### config.mk
export PLATFORM = sky130hd
export DESIGN_NAME = vec_pipe_skid
export DESIGN_NICKNAME = d
export VERILOG_FILES = /design/src/rtl/vec_pipe_skid.sv
export SDC_FILE = /design/constraint.sdc
export NUM_CORES = 1
export LEC_CHECK = 0
export CAP_MARGIN = 25
export CELL_PAD_IN_SITES_DETAIL_PLACEMENT = 1
export CELL_PAD_IN_SITES_GLOBAL_PLACEMENT = 2
export CORE_MARGIN = 2
export CORE_UTILIZATION = 27
export CTS_BUF_LIST = sky130_fd_sc_hd__clkbuf_4
export DETAILED_ROUTE_END_ITERATION = 7
export HOLD_SLACK_MARGIN = 0.1
export PLACE_DENSITY = 0.86
export SYNTH_ARGS = -nofsm -noshare
export SYNTH_HDL_FRONTEND = slang
export SYNTH_SLANG_ARGS = --single-unit
### constraint.sdc
create_clock -name clk -period 1.7 [get_ports clk]
set_input_delay 0.34 -clock clk [delete_from_list [all_inputs] [get_ports clk]]
set_output_delay 0.34 -clock clk [all_outputs]
set_load 0.01 [all_outputs]
### src/rtl/vec_pipe_skid.sv
// Two-entry skid buffer for vector operand bundles: a main register drives the
// outputs directly, a skid register catches one extra entry so in_ready can be registered.
module vec_pipe_skid #(
    parameter int CTRL_WIDTH   = 18,
    parameter int registerSize = 8,
    parameter int vectorSize   = 4,
    parameter int CNT_WIDTH    = 16
) (
    input  logic                               clk,
    input  logic                               rst,
    input  logic                               flush,
    input  logic                               in_valid,
    output logic                               in_ready,
    input  logic [CTRL_WIDTH-1:0]              in_ctrl,
    input  logic [vectorSize*registerSize-1:0] in_op1,
    input  logic [vectorSize*registerSize-1:0] in_op2,
    output logic                               out_valid,
    input  logic                               out_ready,
    output logic [CTRL_WIDTH-1:0]              out_ctrl,
    output logic [vectorSize*registerSize-1:0] out_op1,
    output logic [vectorSize*registerSize-1:0] out_op2,
    output logic [1:0]                         occupancy,
    output logic [CNT_WIDTH-1:0]               stall_cnt
);

    localparam int OP_W  = vectorSize * registerSize;
    localparam int ENT_W = CTRL_WIDTH + 2 * OP_W;

    localparam logic [1:0] ST_EMPTY = 2'd0;
    localparam logic [1:0] ST_ONE   = 2'd1;
    localparam logic [1:0] ST_FULL  = 2'd2;

    logic [1:0]           state_q, state_d;
    logic                 in_ready_q, in_ready_d;
    logic [ENT_W-1:0]     main_q, main_d;
    logic [ENT_W-1:0]     skid_q, skid_d;
    logic [CNT_WIDTH-1:0] stall_cnt_q, stall_cnt_d;
    logic [ENT_W-1:0]     in_entry;
    logic                 accept;
    logic                 drain;

    function automatic logic [CNT_WIDTH-1:0] sat_inc(input logic [CNT_WIDTH-1:0] v);
        if (&v) begin
            return v;
        end
        return v + 1'b1;
    endfunction

    assign in_entry = {in_ctrl, in_op1, in_op2};
    assign accept   = in_valid & in_ready_q & ~flush;
    assign drain    = out_valid & out_ready;

    always_comb begin
        state_d     = state_q;
        main_d      = main_q;
        skid_d      = skid_q;
        stall_cnt_d = stall_cnt_q;

        case (state_q)
            ST_EMPTY: begin
                if (accept) begin
                    main_d  = in_entry;
                    state_d = ST_ONE;
                end
            end
            ST_ONE: begin
                if (accept && drain) begin
                    main_d = in_entry;
                end else if (accept) begin
                    skid_d  = in_entry;
                    state_d = ST_FULL;
                end else if (drain) begin
                    state_d = ST_EMPTY;
                end
            end
            ST_FULL: begin
                if (drain) begin
                    main_d  = skid_q;
                    state_d = ST_ONE;
                end
            end
            default: state_d = ST_EMPTY;
        endcase

        // A drain during flush still completes downstream; only the held entries vanish.
        if (flush) begin
            state_d = ST_EMPTY;
        end

        if (out_valid && !out_ready) begin
            stall_cnt_d = sat_inc(stall_cnt_q);
        end

        in_ready_d = (state_d != ST_FULL);
    end

    always_ff @(posedge clk) begin
        if (rst) begin
            state_q     <= ST_EMPTY;
            in_ready_q  <= 1'b1;
            main_q      <= '0;
            skid_q      <= '0;
            stall_cnt_q <= '0;
        end else begin
            state_q     <= state_d;
            in_ready_q  <= in_ready_d;
            main_q      <= main_d;
            skid_q      <= skid_d;
            stall_cnt_q <= stall_cnt_d;
        end
    end

    assign in_ready  = in_ready_q;
    assign out_valid = (state_q != ST_EMPTY);
    assign occupancy = state_q;
    assign stall_cnt = stall_cnt_q;
    assign out_ctrl  = main_q[ENT_W-1 -: CTRL_WIDTH];
    assign out_op1   = main_q[2*OP_W-1 -: OP_W];
    assign out_op2   = main_q[OP_W-1:0];

endmodule

Word-level counts from Yosys, hierarchy flattened
Cells that the tools add are included.
{"block": "op_classes", "n_eq_ne": 7, "n_addsub": 1, "n_reduce_logical": 10, "mux": 14, "n_bitwise": 5}
{"operator": "$mux W82", "count": 3}
{"operator": "$pmux W82 S3", "count": 1}
{"operator": "$add A16 B1 Y16 const B", "count": 1}
{"operator": "$mux W16", "count": 1}
{"operator": "$reduce_and A16 Y1", "count": 1}
{"operator": "$mux W2", "count": 6}
{"operator": "$ne A2 B2 Y1 const B", "count": 5}
{"operator": "$pmux W2 S3", "count": 1}
{"operator": "$reduce_and A4 Y1", "count": 1}
{"operator": "$and A1 B1 Y1", "count": 3}
{"operator": "$reduce_and A3 Y1", "count": 1}
{"operator": "$reduce_bool A3 Y1", "count": 1}
{"operator": "$eq A2 B1 Y1 const B", "count": 1}
{"operator": "$eq A2 B2 Y1 const B", "count": 1}
{"operator": "$logic_and A1 B1 Y1", "count": 2}
{"operator": "$logic_not A2 Y1", "count": 1}
{"operator": "$mux W1", "count": 2}
{"operator": "$not A1 Y1", "count": 2}
{"operator": "$reduce_and A2 Y1", "count": 1}
{"operator": "$reduce_bool A2 Y1", "count": 1}
{"operator": "$logic_not A1 Y1", "count": 1}
{"block": "word_totals", "input_bits": 87, "ff_bits": 183, "out_inout_bits": 102, "elab_cells": 42}

Longest topological paths before layout
{"block": "depth", "depth_word": 8, "mapped_depth": 6, "depth_no_buf": 5}

Worst setup path after synthesis
OpenSTA, ideal clock, no wires.
{"block": "synth_path", "kind": "register -> register", "start": "register stall_cnt_q[2], in the netlist stall_cnt[2]", "end": "register stall_cnt_q[13], in the netlist stall_cnt[13]", "setup_time_ps": 70, "required_time_ps": 1630, "arrival_time_ps": 1786, "stages_incl_launch_ff": 5, "period_less_slack_ps": 1856, "slack_ps": -156, "path_buffers": 0, "path_cell_list": "dfxtp_1 nand4_4 or4_4 or4_1 a21oi_1"}
{"block": "synth_between", "elab_chain_len": 5, "word_cells_on_any_way": 7, "classes_between": "add/sub (1); eq/ne (1); mux (3); reduce/logical (2)"}
{"element": "start, declared", "line_no": "37", "rtl": "logic [CNT_WIDTH-1:0] stall_cnt_q, stall_cnt_d;"}
{"element": "start signal, assigned", "line_no": "109", "rtl": "stall_cnt_q <= stall_cnt_d;"}
{"element": "parallel branches: the longest is 5 deep, another holds $add A16 B1 Y16"}
Several ways; the timed one is not identified. The select of a mux whose other input is x is not followed.
A chain may end at the register's enable or synchronous reset.

Worst setup path after layout
{"block": "layout_path", "start": "register state_q[1], in the netlist occupancy[1]", "end": "register stall_cnt_q[15], in the netlist stall_cnt[15]"}
{"block": "layout_between", "elab_chain_len": 3}
{"element": "start, declared", "line_no": "33", "rtl": "logic [1:0] state_q, state_d;"}
{"element": "start signal, assigned", "line_no": "105", "rtl": "state_q <= state_d;"}
{"element": "$reduce_bool A2 Y1", "line_no": "114", "rtl": "assign out_valid = (state_q != ST_EMPTY);"}
{"element": "$logic_and A1 B1 Y1", "line_no": "90", "rtl": "if (out_valid && !out_ready) begin"}
{"element": "$reduce_and A2 Y1 (no line)"}
Every way passes these cells.

==> run summary <==
Syn avg cell area: 8.73 um^2
I/O pin cnt: 189
Cell with the most instances after synthesis: dfxtp_1
Worst Path Required: 2.21 ns
Worst rel slew slack: 54.6%
Final nets: 1208
Drt via density: 4.95
Clock Latency Late Sink: 0.58 ns
Mapped Area: 7320 um^2
Leak Pwr: 0.00572 uW
Final hold vios: 0
Largest cells by area after synthesis: dfxtp_1, mux2i_1, nand2_1
Design Area, Final: 13000 um^2
Root Driver: clkbuf_4
Fin Clk Skew: 0.0313 ns
Crit path DAT: 2.35 ns
Number of flops mapped to enable cells by yosys: 0
Post-synth cell types: 34
# DRC: 0
Worst Path Class, Setup: flip-flop to flip-flop
Die W: 169 um
Hold Path Class: input port to flip-flop
DRT antenna net count: 0
# H-tree levels: 4
Syn Nets: 927
Storage cell area: 3750 um^2
Footprint of the multi-input gates: 4720 um^2
IO Port Bufs: 188
Clk pin slew, worst setup/hold paths: 0.19 ns
Syn. warnings: 0
Vias in the first global route: 7314
Max cap viols: 0
Hold buffer count at CTS: 0
Largest net degree at the start of global routing: 66
1st-iter DRT viols: 463
Area post-placement: 10100 um^2
Area share of the leading cell type in the synthesized netlist: 50.0%
Final WL: 28700 um
Crit path max fanout: 3
Crit path capture type: flip-flop
Post-DP HPWL: 15000 um
Reg2reg setup slack: -0.13 ns
Post-synth top flop: dfxtp_1
CTS Buffer Depth: 2
Maximum VDD drop: 0.000422 V
FF+latch count, synth: 183
First-pass iteration count of the detailed router: 4
Overflow after GRT: 0
Setup WS post-layout: -0.134 ns
Placer Congestion: 0.737
Post-placement setup slack: -0.606 ns
Share of cells above drive strength 1: 45.3%
Die height: 169 um
Vias: 7312
RSZ-0062 raised after global routing: yes
Max frequency: 545 MHz
Initial Util: 27.3%
Total CTS buffers: 17
Yosys top cell by area: dfxtp_1
Drt wl/cell: 19.4 um
Filler cells: 2942
Ys async rst share: 0%
Final setup vio count: 129
Seq/Total Area, Yosys: 50.0%
TritonCTS Sinks: 183
Initial antenna violation count: 2
CTS tree: built
Core area: 26800 um^2
Critical path startpoint category: flip-flop
Slew @ Worst Pin: 0.681 ns
Fin crit share: 108%
Global-route wire length before repair: 41200 um
Status: finished with violations
Rows: 60
Post-layout total power: 8990 uW
Gr usage total: 18.3%
Die area: 28500 um^2
Mapped Cells: 839
Pwr/cell area: 692 nW/um^2
Synth-to-layout area growth: 77.4%
Failing checks: negative setup slack
Pins Over Slew Limit: 0
Post-synth top cells: dfxtp_1, nand2_1, a21oi_1, nor2_1, a211oi_1
Fin crit period: 1.83 ns
==> logic make-up after synthesis <==
family          count (synthesis)  synth area share, %
flops                         183                 50.0
compound gates                194                 16.6
simple gates                  306                 17.8
buf+inv                        70                 3.74
fa+ha+maj                       1                0.171
mux                            85                 11.7
==> worst max-delay path, stage by stage (launching register included) <==
cell and delay [ns]:
dfxtp_2 0.37, buf_6 0.12, o21bai_4 0.08, or4_4 0.54, or4_4 0.55, a21oi_2 0.13
==> timing repair <==
item                       in CTS  in global routing
resized for setup             329                273
setup endpoints to repair     173                198
pin swaps                      61                120
cloned                         21                 15
buffers inserted               41                 23
==> flip-flops by register name (all words and copies together) (netlist names) <==
register   flops
main_q        82
skid_q        82
stall_cnt     16
occupancy      2
in_ready       1
==> final cells by class <==
| type | count | area share [%] |
|---|---|---|
| diodes | 2 | 0.0385 |
| clock inverters | 15 | 1.40 |
| repair buffers | 331 | 29.0 |
| inverters | 1 | 0.0289 |
| clock buffers | 17 | 0.982 |
| well taps | 341 | 3.28 |
| flip-flops and latches | 183 | 28.9 |
| multi-input cells | 586 | 36.4 |
==> worst paths after layout <==
kind	from	to	depth (start not counted)
setup / recovery	occupancy[1]$_SDFF_PP0_	stall_cnt[15]$_SDFFE_PP0P_	5
hold / removal	rst	stall_cnt[5]$_SDFFE_PP0P_	2
setup reg to reg	occupancy[1]$_SDFF_PP0_	stall_cnt[15]$_SDFFE_PP0P_	5
hold reg to reg	skid_q[32]$_SDFFE_PP0P_	skid_q[32]$_SDFFE_PP0P_	2
==> layout by cell type, fill, tap and decap left out, types with 43 or more instances in the layout <==
master           count
a211oi_2            67
a21oi_2             57
buf_4               51
clkdlybuf4s50_1     85
dfxtp_1            119
dfxtp_2             61
dlygate4sd2_1       80
mux2i_1             79
nand2_1            117
nand2_4             43
==> routing by layer <==
metal / GRT usage (%) / part of all wire, %
met5: 0 / 0
met4: 4.65 / 1.4
met3: 3.97 / 3.4
met2: 32.4 / 51
met1: 22.5 / 44
==> through the flow <==
| step | util, % | instances | hold slack (ns) | setup TNS (ns) |
|---|---|---|---|---|
| after detailed placement | 37.9 | 1360 | 0.446 | -69.70 |
| final | 48.5 | 1476 | 0.241 | -6.69 |
| after global routing | 48.5 | 1476 | 0.205 | -18.30 |
| after floorplan | - | 839 | 0.411 | -0.0154 |
| after global placement | 37.9 | 1360 | 0.441 | -63.28 |
| after CTS | 44.2 | 1451 | 0.178 | -8.52 |
==> where the power goes <==
part,internal (uW),switching [uW],total (uW),leakage [uW]
logic,894,821,1720,0.00405
registers,4470,128,4600,0.00152
clock network,827,1850,2670,0.000161
(Power assumes the default switching activity.)
